[src/rtl/ca_code_gen.sv]
// GPS L1 C/A Gold code generator with phase seek, chip strobe and 1 ms epoch strobe.
// Build option CA_NAV_BIT_EN adds a 20-epoch nav-bit counter and strobe.
module ca_code_gen #(
    parameter int unsigned SAMPLES_PER_CHIP = 16
) (
    input  logic        clk_in,
    input  logic        rst_in,
    input  logic        enable_in,
    input  logic [4:0]  n_sat_in,
    input  logic [15:0] ca_phase_in,
    input  logic        ca_phase_start_in,
    output logic        ca_code_out,
    output logic        chip_strobe_out,
    output logic        epoch_out,
    output logic [9:0]  chip_idx_out,
    output logic        busy_out
`ifdef CA_NAV_BIT_EN
    ,
    output logic [4:0]  ms_count_out,
    output logic        nav_bit_strobe_out
`endif
);

    localparam int unsigned CHIPS_PER_CODE = 1023;
    localparam int unsigned CHIP_W         = 10;
    localparam int unsigned SAMP_W         = 4;
    localparam int unsigned LFSR_W         = 10;
    localparam int unsigned TAP_W          = 4;
    localparam int unsigned SAT_W          = 5;
    localparam int unsigned PCHIP_W        = 12;

    localparam logic [CHIP_W-1:0]  CHIP_LAST  = CHIP_W'(CHIPS_PER_CODE - 1);
    localparam logic [PCHIP_W-1:0] PCHIP_LAST = PCHIP_W'(CHIPS_PER_CODE - 1);
    localparam logic [SAMP_W-1:0]  SAMP_LAST  = SAMP_W'(SAMPLES_PER_CHIP - 1);
    localparam logic [LFSR_W-1:0]  LFSR_ONES  = '1;

    typedef enum logic [1:0] {
        IDLE = 2'd0,
        SEEK = 2'd1,
        RUN  = 2'd2
    } state_t;

    state_t             state_q, state_d;
    logic [LFSR_W-1:0]  g1_q, g1_d;
    logic [LFSR_W-1:0]  g2_q, g2_d;
    logic [LFSR_W-1:0]  mask_q, mask_d;
    logic [CHIP_W-1:0]  chip_q, chip_d;
    logic [SAMP_W-1:0]  samp_q, samp_d;
    logic [CHIP_W-1:0]  tgt_chip_q, tgt_chip_d;
    logic [SAMP_W-1:0]  tgt_samp_q, tgt_samp_d;
    logic               en_q, start_q;
    logic               code_q, code_d;
    logic               strobe_q, strobe_d;
    logic               epoch_q, epoch_d;
    logic               busy_q, busy_d;
    logic               en_rise, start_rise, seek_entry;

    // G2 phase-selector tap pair per PRN, as a stage mask (bit k-1 = stage k)
    function automatic logic [LFSR_W-1:0] tap_mask(input logic [SAT_W-1:0] sat);
        logic [2*TAP_W-1:0] pair;
        pair = {4'd2, 4'd6};
        case (sat)
            5'd0:  pair = {4'd2, 4'd6};
            5'd1:  pair = {4'd3, 4'd7};
            5'd2:  pair = {4'd4, 4'd8};
            5'd3:  pair = {4'd5, 4'd9};
            5'd4:  pair = {4'd1, 4'd9};
            5'd5:  pair = {4'd2, 4'd10};
            5'd6:  pair = {4'd1, 4'd8};
            5'd7:  pair = {4'd2, 4'd9};
            5'd8:  pair = {4'd3, 4'd10};
            5'd9:  pair = {4'd2, 4'd3};
            5'd10: pair = {4'd3, 4'd4};
            5'd11: pair = {4'd5, 4'd6};
            5'd12: pair = {4'd6, 4'd7};
            5'd13: pair = {4'd7, 4'd8};
            5'd14: pair = {4'd8, 4'd9};
            5'd15: pair = {4'd9, 4'd10};
            5'd16: pair = {4'd1, 4'd4};
            5'd17: pair = {4'd2, 4'd5};
            5'd18: pair = {4'd3, 4'd6};
            5'd19: pair = {4'd4, 4'd7};
            5'd20: pair = {4'd5, 4'd8};
            5'd21: pair = {4'd6, 4'd9};
            5'd22: pair = {4'd1, 4'd3};
            5'd23: pair = {4'd4, 4'd6};
            5'd24: pair = {4'd5, 4'd7};
            5'd25: pair = {4'd6, 4'd8};
            5'd26: pair = {4'd7, 4'd9};
            5'd27: pair = {4'd8, 4'd10};
            5'd28: pair = {4'd1, 4'd6};
            5'd29: pair = {4'd2, 4'd7};
            5'd30: pair = {4'd3, 4'd8};
            default: pair = {4'd4, 4'd9};
        endcase
        return (LFSR_W'(1) << (pair[2*TAP_W-1:TAP_W] - TAP_W'(1)))
             | (LFSR_W'(1) << (pair[TAP_W-1:0] - TAP_W'(1)));
    endfunction

    // Shift toward stage 10 (bit 9); feedback enters stage 1 (bit 0)
    function automatic logic [LFSR_W-1:0] g1_step(input logic [LFSR_W-1:0] g);
        return {g[8:0], g[2] ^ g[9]};
    endfunction

    function automatic logic [LFSR_W-1:0] g2_step(input logic [LFSR_W-1:0] g);
        return {g[8:0], g[1] ^ g[2] ^ g[5] ^ g[7] ^ g[8] ^ g[9]};
    endfunction

    assign en_rise    = enable_in & ~en_q;
    assign start_rise = ca_phase_start_in & ~start_q;

    // Next-state, datapath and registered-output decode
    always_comb begin
        state_d    = state_q;
        g1_d       = g1_q;
        g2_d       = g2_q;
        mask_d     = mask_q;
        chip_d     = chip_q;
        samp_d     = samp_q;
        tgt_chip_d = tgt_chip_q;
        tgt_samp_d = tgt_samp_q;
        seek_entry = 1'b0;

        if (!enable_in) begin
            state_d = IDLE;
        end else if (en_rise || start_rise) begin
            seek_entry = 1'b1;
        end else begin
            case (state_q)
                SEEK: begin
                    if (chip_q != tgt_chip_q) begin
                        g1_d   = g1_step(g1_q);
                        g2_d   = g2_step(g2_q);
                        chip_d = chip_q + CHIP_W'(1);
                    end else begin
                        samp_d  = tgt_samp_q;
                        state_d = RUN;
                    end
                end
                RUN: begin
                    if (samp_q == SAMP_LAST) begin
                        samp_d = '0;
                        if (chip_q == CHIP_LAST) begin
                            chip_d = '0;
                            g1_d   = LFSR_ONES;
                            g2_d   = LFSR_ONES;
                        end else begin
                            chip_d = chip_q + CHIP_W'(1);
                            g1_d   = g1_step(g1_q);
                            g2_d   = g2_step(g2_q);
                        end
                    end else begin
                        samp_d = samp_q + SAMP_W'(1);
                    end
                end
                default: ;
            endcase
        end

        if (seek_entry) begin
            state_d    = SEEK;
            g1_d       = LFSR_ONES;
            g2_d       = LFSR_ONES;
            chip_d     = '0;
            samp_d     = '0;
            mask_d     = tap_mask(n_sat_in);
            tgt_chip_d = (ca_phase_in[15:4] > PCHIP_LAST) ? CHIP_LAST : ca_phase_in[13:4];
            tgt_samp_d = (ca_phase_in[3:0] > SAMP_LAST) ? SAMP_LAST : ca_phase_in[3:0];
        end

        busy_d   = (state_d == SEEK);
        code_d   = (state_d == RUN) & (g1_d[9] ^ (^(g2_d & mask_d)));
        strobe_d = (state_d == RUN) && (samp_d == '0);
        epoch_d  = strobe_d && (chip_d == '0);
    end

    always_ff @(posedge clk_in) begin
        if (rst_in) begin
            state_q    <= IDLE;
            g1_q       <= LFSR_ONES;
            g2_q       <= LFSR_ONES;
            mask_q     <= '0;
            chip_q     <= '0;
            samp_q     <= '0;
            tgt_chip_q <= '0;
            tgt_samp_q <= '0;
            en_q       <= 1'b0;
            start_q    <= 1'b0;
            code_q     <= 1'b0;
            strobe_q   <= 1'b0;
            epoch_q    <= 1'b0;
            busy_q     <= 1'b0;
        end else begin
            state_q    <= state_d;
            g1_q       <= g1_d;
            g2_q       <= g2_d;
            mask_q     <= mask_d;
            chip_q     <= chip_d;
            samp_q     <= samp_d;
            tgt_chip_q <= tgt_chip_d;
            tgt_samp_q <= tgt_samp_d;
            en_q       <= enable_in;
            start_q    <= ca_phase_start_in;
            code_q     <= code_d;
            strobe_q   <= strobe_d;
            epoch_q    <= epoch_d;
            busy_q     <= busy_d;
        end
    end

    assign ca_code_out     = code_q;
    assign chip_strobe_out = strobe_q;
    assign epoch_out       = epoch_q;
    assign chip_idx_out    = chip_q;
    assign busy_out        = busy_q;

`ifdef CA_NAV_BIT_EN
    localparam int unsigned MS_W    = 5;
    localparam logic [MS_W-1:0] MS_LAST = MS_W'(19);

    logic [MS_W-1:0] ms_q, ms_d;
    logic            nav_q, nav_d;

    // Epoch counter restarts at each seek; wraps once per 20 ms data bit
    always_comb begin
        ms_d  = ms_q;
        nav_d = 1'b0;
        if (seek_entry) begin
            ms_d = '0;
        end else if (epoch_d) begin
            nav_d = (ms_q == MS_LAST);
            ms_d  = (ms_q == MS_LAST) ? '0 : ms_q + MS_W'(1);
        end
    end

    always_ff @(posedge clk_in) begin
        if (rst_in) begin
            ms_q  <= '0;
            nav_q <= 1'b0;
        end else begin
            ms_q  <= ms_d;
            nav_q <= nav_d;
        end
    end

    assign ms_count_out       = ms_q;
    assign nav_bit_strobe_out = nav_q;
`endif

endmodule

[config.mk]
export PLATFORM = sky130hd
export DESIGN_NAME = ca_code_gen
export DESIGN_NICKNAME = d
export VERILOG_FILES = /design/src/rtl/ca_code_gen.sv
export SDC_FILE = /design/constraint.sdc
export NUM_CORES = 1
export LEC_CHECK = 0
export CORE_UTILIZATION = 57
export DETAILED_ROUTE_END_ITERATION = 8
export GPL_TIMING_DRIVEN = 0
export PLACE_DENSITY = 0.91
export SLEW_MARGIN = 20
export SYNTH_ARGS = -nofsm -noshare
export SYNTH_HDL_FRONTEND = slang
export SYNTH_SLANG_ARGS = --single-unit
[constraint.sdc]
create_clock -name clk_in -period 4.86 [get_ports clk_in]
set_input_delay 0.972 -clock clk_in [delete_from_list [all_inputs] [get_ports clk_in]]
set_output_delay 0.972 -clock clk_in [all_outputs]
set_load 0.01 [all_outputs]
==> results_dict.tcl <==
set metrics [dict create \
    worstSetupEndpointType "flop" \
    io_pins 39 \
    fin_crit_ps 4580 \
    criticalPathCategory "in -> reg" \
    use_met3 0.0656 \
    p_int_uw 915 \
    combPwrFrac 0.193 \
    grt_usage 0.303 \
    max_cap_violations 0 \
    core_sq_mm 0.00729 \
    crit_fanout 10 \
    syn_nets 568 \
    rsz0062_at_grt "no" \
    antenna_left 0 \
    die_h_um 89.0 \
    grtUsageMet1 0.392 \
    async_flop_share 0 \
    portBuffers 38 \
    viasPerCell 6.35 \
    max_slew_margin 0.385 \
    clockRootBuffer "clkbuf_8" \
    tightestPinTransition_ps 899 \
    dieArea_sq_mm 0.00793 \
    dr_total_vias 4352 \
    fin_hold_ws_ps 474 \
    cp_top_family "XOR/XNOR gates" \
    grt_overflow 0 \
    finalClockSkew_ps 6.82 \
    drc 0 \
    synthTopCellsByArea "dfxtp_1, nor2_1, a21oi_1, nand2_1, o21ai_0" \
    hold_viol_final 0 \
    yosysTopAreaCellShare 0.306 \
    status "completed" \
    hold_path.class "reg -> reg" \
    synth_enable_flop_cells 0 \
    slowest_stage "clkdlybuf4s50_1" \
    synth_most_common_cell "dfxtp_1" \
    crit_top_cell "xnor3_1" \
    setup_viol 0 \
    clk_pin_slew_worst_paths_ps 70 \
    met2_usage 0.497 \
    yosysSeqAreaShare 0.306 \
    placementRows 31 \
    start_kind "input pin" \
    grt_pass1_vias 3890 \
    antenna_found_initial 0 \
    drive_gt1_frac 0.0939 \
    cts_sinks 66 \
    yosys_warnings 0 \
    switching_share 0.290 \
    path_cells "clkdlybuf4s50_1 > buf_2 > inv_1 > ha_1 > and3b_1 > a2111oi_0 > a21oi_2 > nor4b_2 > o32ai_1 > xor2_1 > xnor3_1 > xnor3_1 > xnor2_1 > nor2b_1" \
    gr-max-usage-layer "met2" \
    yosys-top-cells-count "dfxtp_1, nor2_1, nand2_1" \
    drv_slew 0 \
    p_sw_uw 373 \
    power.density_mw_per_mm2 256 \
    worst-path-buf-inv 3 \
    seqPwrFrac 0.443 \
    p_leak_uw 0.00185 \
    cts_tree "yes" \
    grt_start_max_net_pins 13 \
    irDropWorstVdd_mv 0.172 \
    fin_tns_setup_ps 0 \
    power.share.clock 0.364 \
    grt_first_pass_wirelength_mm 18.4 \
    clk_latency_ps 360 \
    synth_area_leader_cell "dfxtp_1" \
    regArea_sq_mm 0.00132 \
    drt-wirelength-per-cell_um 17.0 \
    antennaDiodeCount 0 \
    area_growth_syn_to_layout_pct 16.5 \
    ys_ff_latch 66 \
    rrSetupSlack_ps 1120 \
    ys.flop_type "dfxtp_1" \
    ys_types 86 \
    place.gp.congestion 0.921 \
    cts_setup_buffers 0 \
    syn_area_per_cell_sq_um 8.12 \
    nNetsFinal 617 \
    fp.dieW_um 89.0 \
    drtIter0Drc 417 \
    critPathArrivalTime_ps 4820 \
    netlist_instances 532 \
    cts_buffers 9 \
    post-route-period-util 0.943 \
    syn_area_sq_mm 0.00432 \
    drt_wl_total_mm 11.7 \
    max_freq_mhz 218 \
    multiInputGateArea_sq_mm 0.00278 \
    fillers 621 \
    finalPower_uw 1290 \
    cts_htree_levels 3 \
    cp_data_required_time_ps 5090 \
    slowest_delay_ps 550 \
    dr.pass1.iters 5 \
    clockBufferDepth 2 \
    dp_hpwl_mm 8.78 \
    initial_utilization 0.592 \
]
-- routing by layer --
| metal | vias to the layer above | share of wire |
|---|---|---|
| met3 | 35 | 0.093 |
| met4 | 0 | 0.026 |
| met1 | 2027 | 0.41 |
| met5 | - | 0 |
| li1 | 2056 | - |
| met2 | 234 | 0.47 |
-- cells in the final DEF (no fill, tap or decap), drive strengths merged, types with 13 or more instances in the layout --
cell type	Yosys	layout
nor3	15	15
dfxtp	66	66
nor2	62	62
a21oi	37	37
xnor2	19	19
nand2	48	48
and3	13	13
o21ai	31	31
clkbuf	21	31
clkdlybuf4s50	0	38
inv	16	16
-- logic make-up (layout without fill, tap and decap cells) --
| kind of cell | after synthesis | in the layout | synth area share |
|---|---|---|---|
| mux | 5 | 5 | 0.0119 |
| fa+ha+maj | 11 | 11 | 0.0319 |
| simple gates | 220 | 220 | 0.269 |
| compound gates | 155 | 155 | 0.260 |
| buf+inv | 49 | 103 | 0.0522 |
| flops | 66 | 66 | 0.306 |
| xor+xnor | 26 | 26 | 0.0687 |
-- power groups by stage --
stage,registers [uW],logic (uW),clock network [uW]
floorplan,578,173,0
global placement,581,234,0
detailed placement,582,242,0
CTS,569,243,469
global route,571,268,491
finish,570,249,469
-- per-stage QoR --
stage,util,instance area [sq um],std cells,setup slack [ps]
6_report,0.690,5030,685,276
5_1_grt,0.690,5030,685,14.8
4_1_cts,0.689,5030,685,221
3_5_place_dp,0.661,4820,669,-126
3_3_place_gp,0.661,4820,669,-57.6
2_1_floorplan,-,4320,532,1190
-- tightest hold or removal path, delay by kind of cell, from the launching register on --
family	cells	cell delay [ps]
AO/OA/AOI/OAI	1	60
flip-flops	1	330
AND/OR/NAND/NOR	1	50
-- sequential cells by signal, indices dropped and copies added (netlist names), 2 cells and up --
signal        cells
chip_idx_out     10
g1_q             10
g2_q             10
mask_q           10
samp_q            4
state_q           2
tgt_chip_q       10
tgt_samp_q        4
-- repair_timing --
| action | 4_1_cts | 5_1_grt |
|---|---|---|
| hold endpoints to repair | 0 | 0 |
| gates resized for setup | 0 | 1 |
| hold buffers | 0 | 0 |
| setup endpoints to repair | 0 | 1 |
-- cell type report --
class	count	area share
buffer	33	0.0328
clock buffer	10	0.0273
clock inverter	6	0.0132
inverter	16	0.0119
multi-input combinational	417	0.552
sequential	66	0.263
tap	99	0.0246
timing repair buffer	38	0.0756
-- path summary, 6_finish.rpt --
kind	startpoint	endpoint	depth (start not counted)
setup / recovery	n_sat_in[1]	ca_code_out	14
hold / removal	g1_q[3]	g1_q[3]	2
setup reg to reg	samp_q[0]	ca_code_out	11
hold reg to reg	g1_q[3]	g1_q[3]	2
No activity file was read; power rests on OpenSTA's default activity.
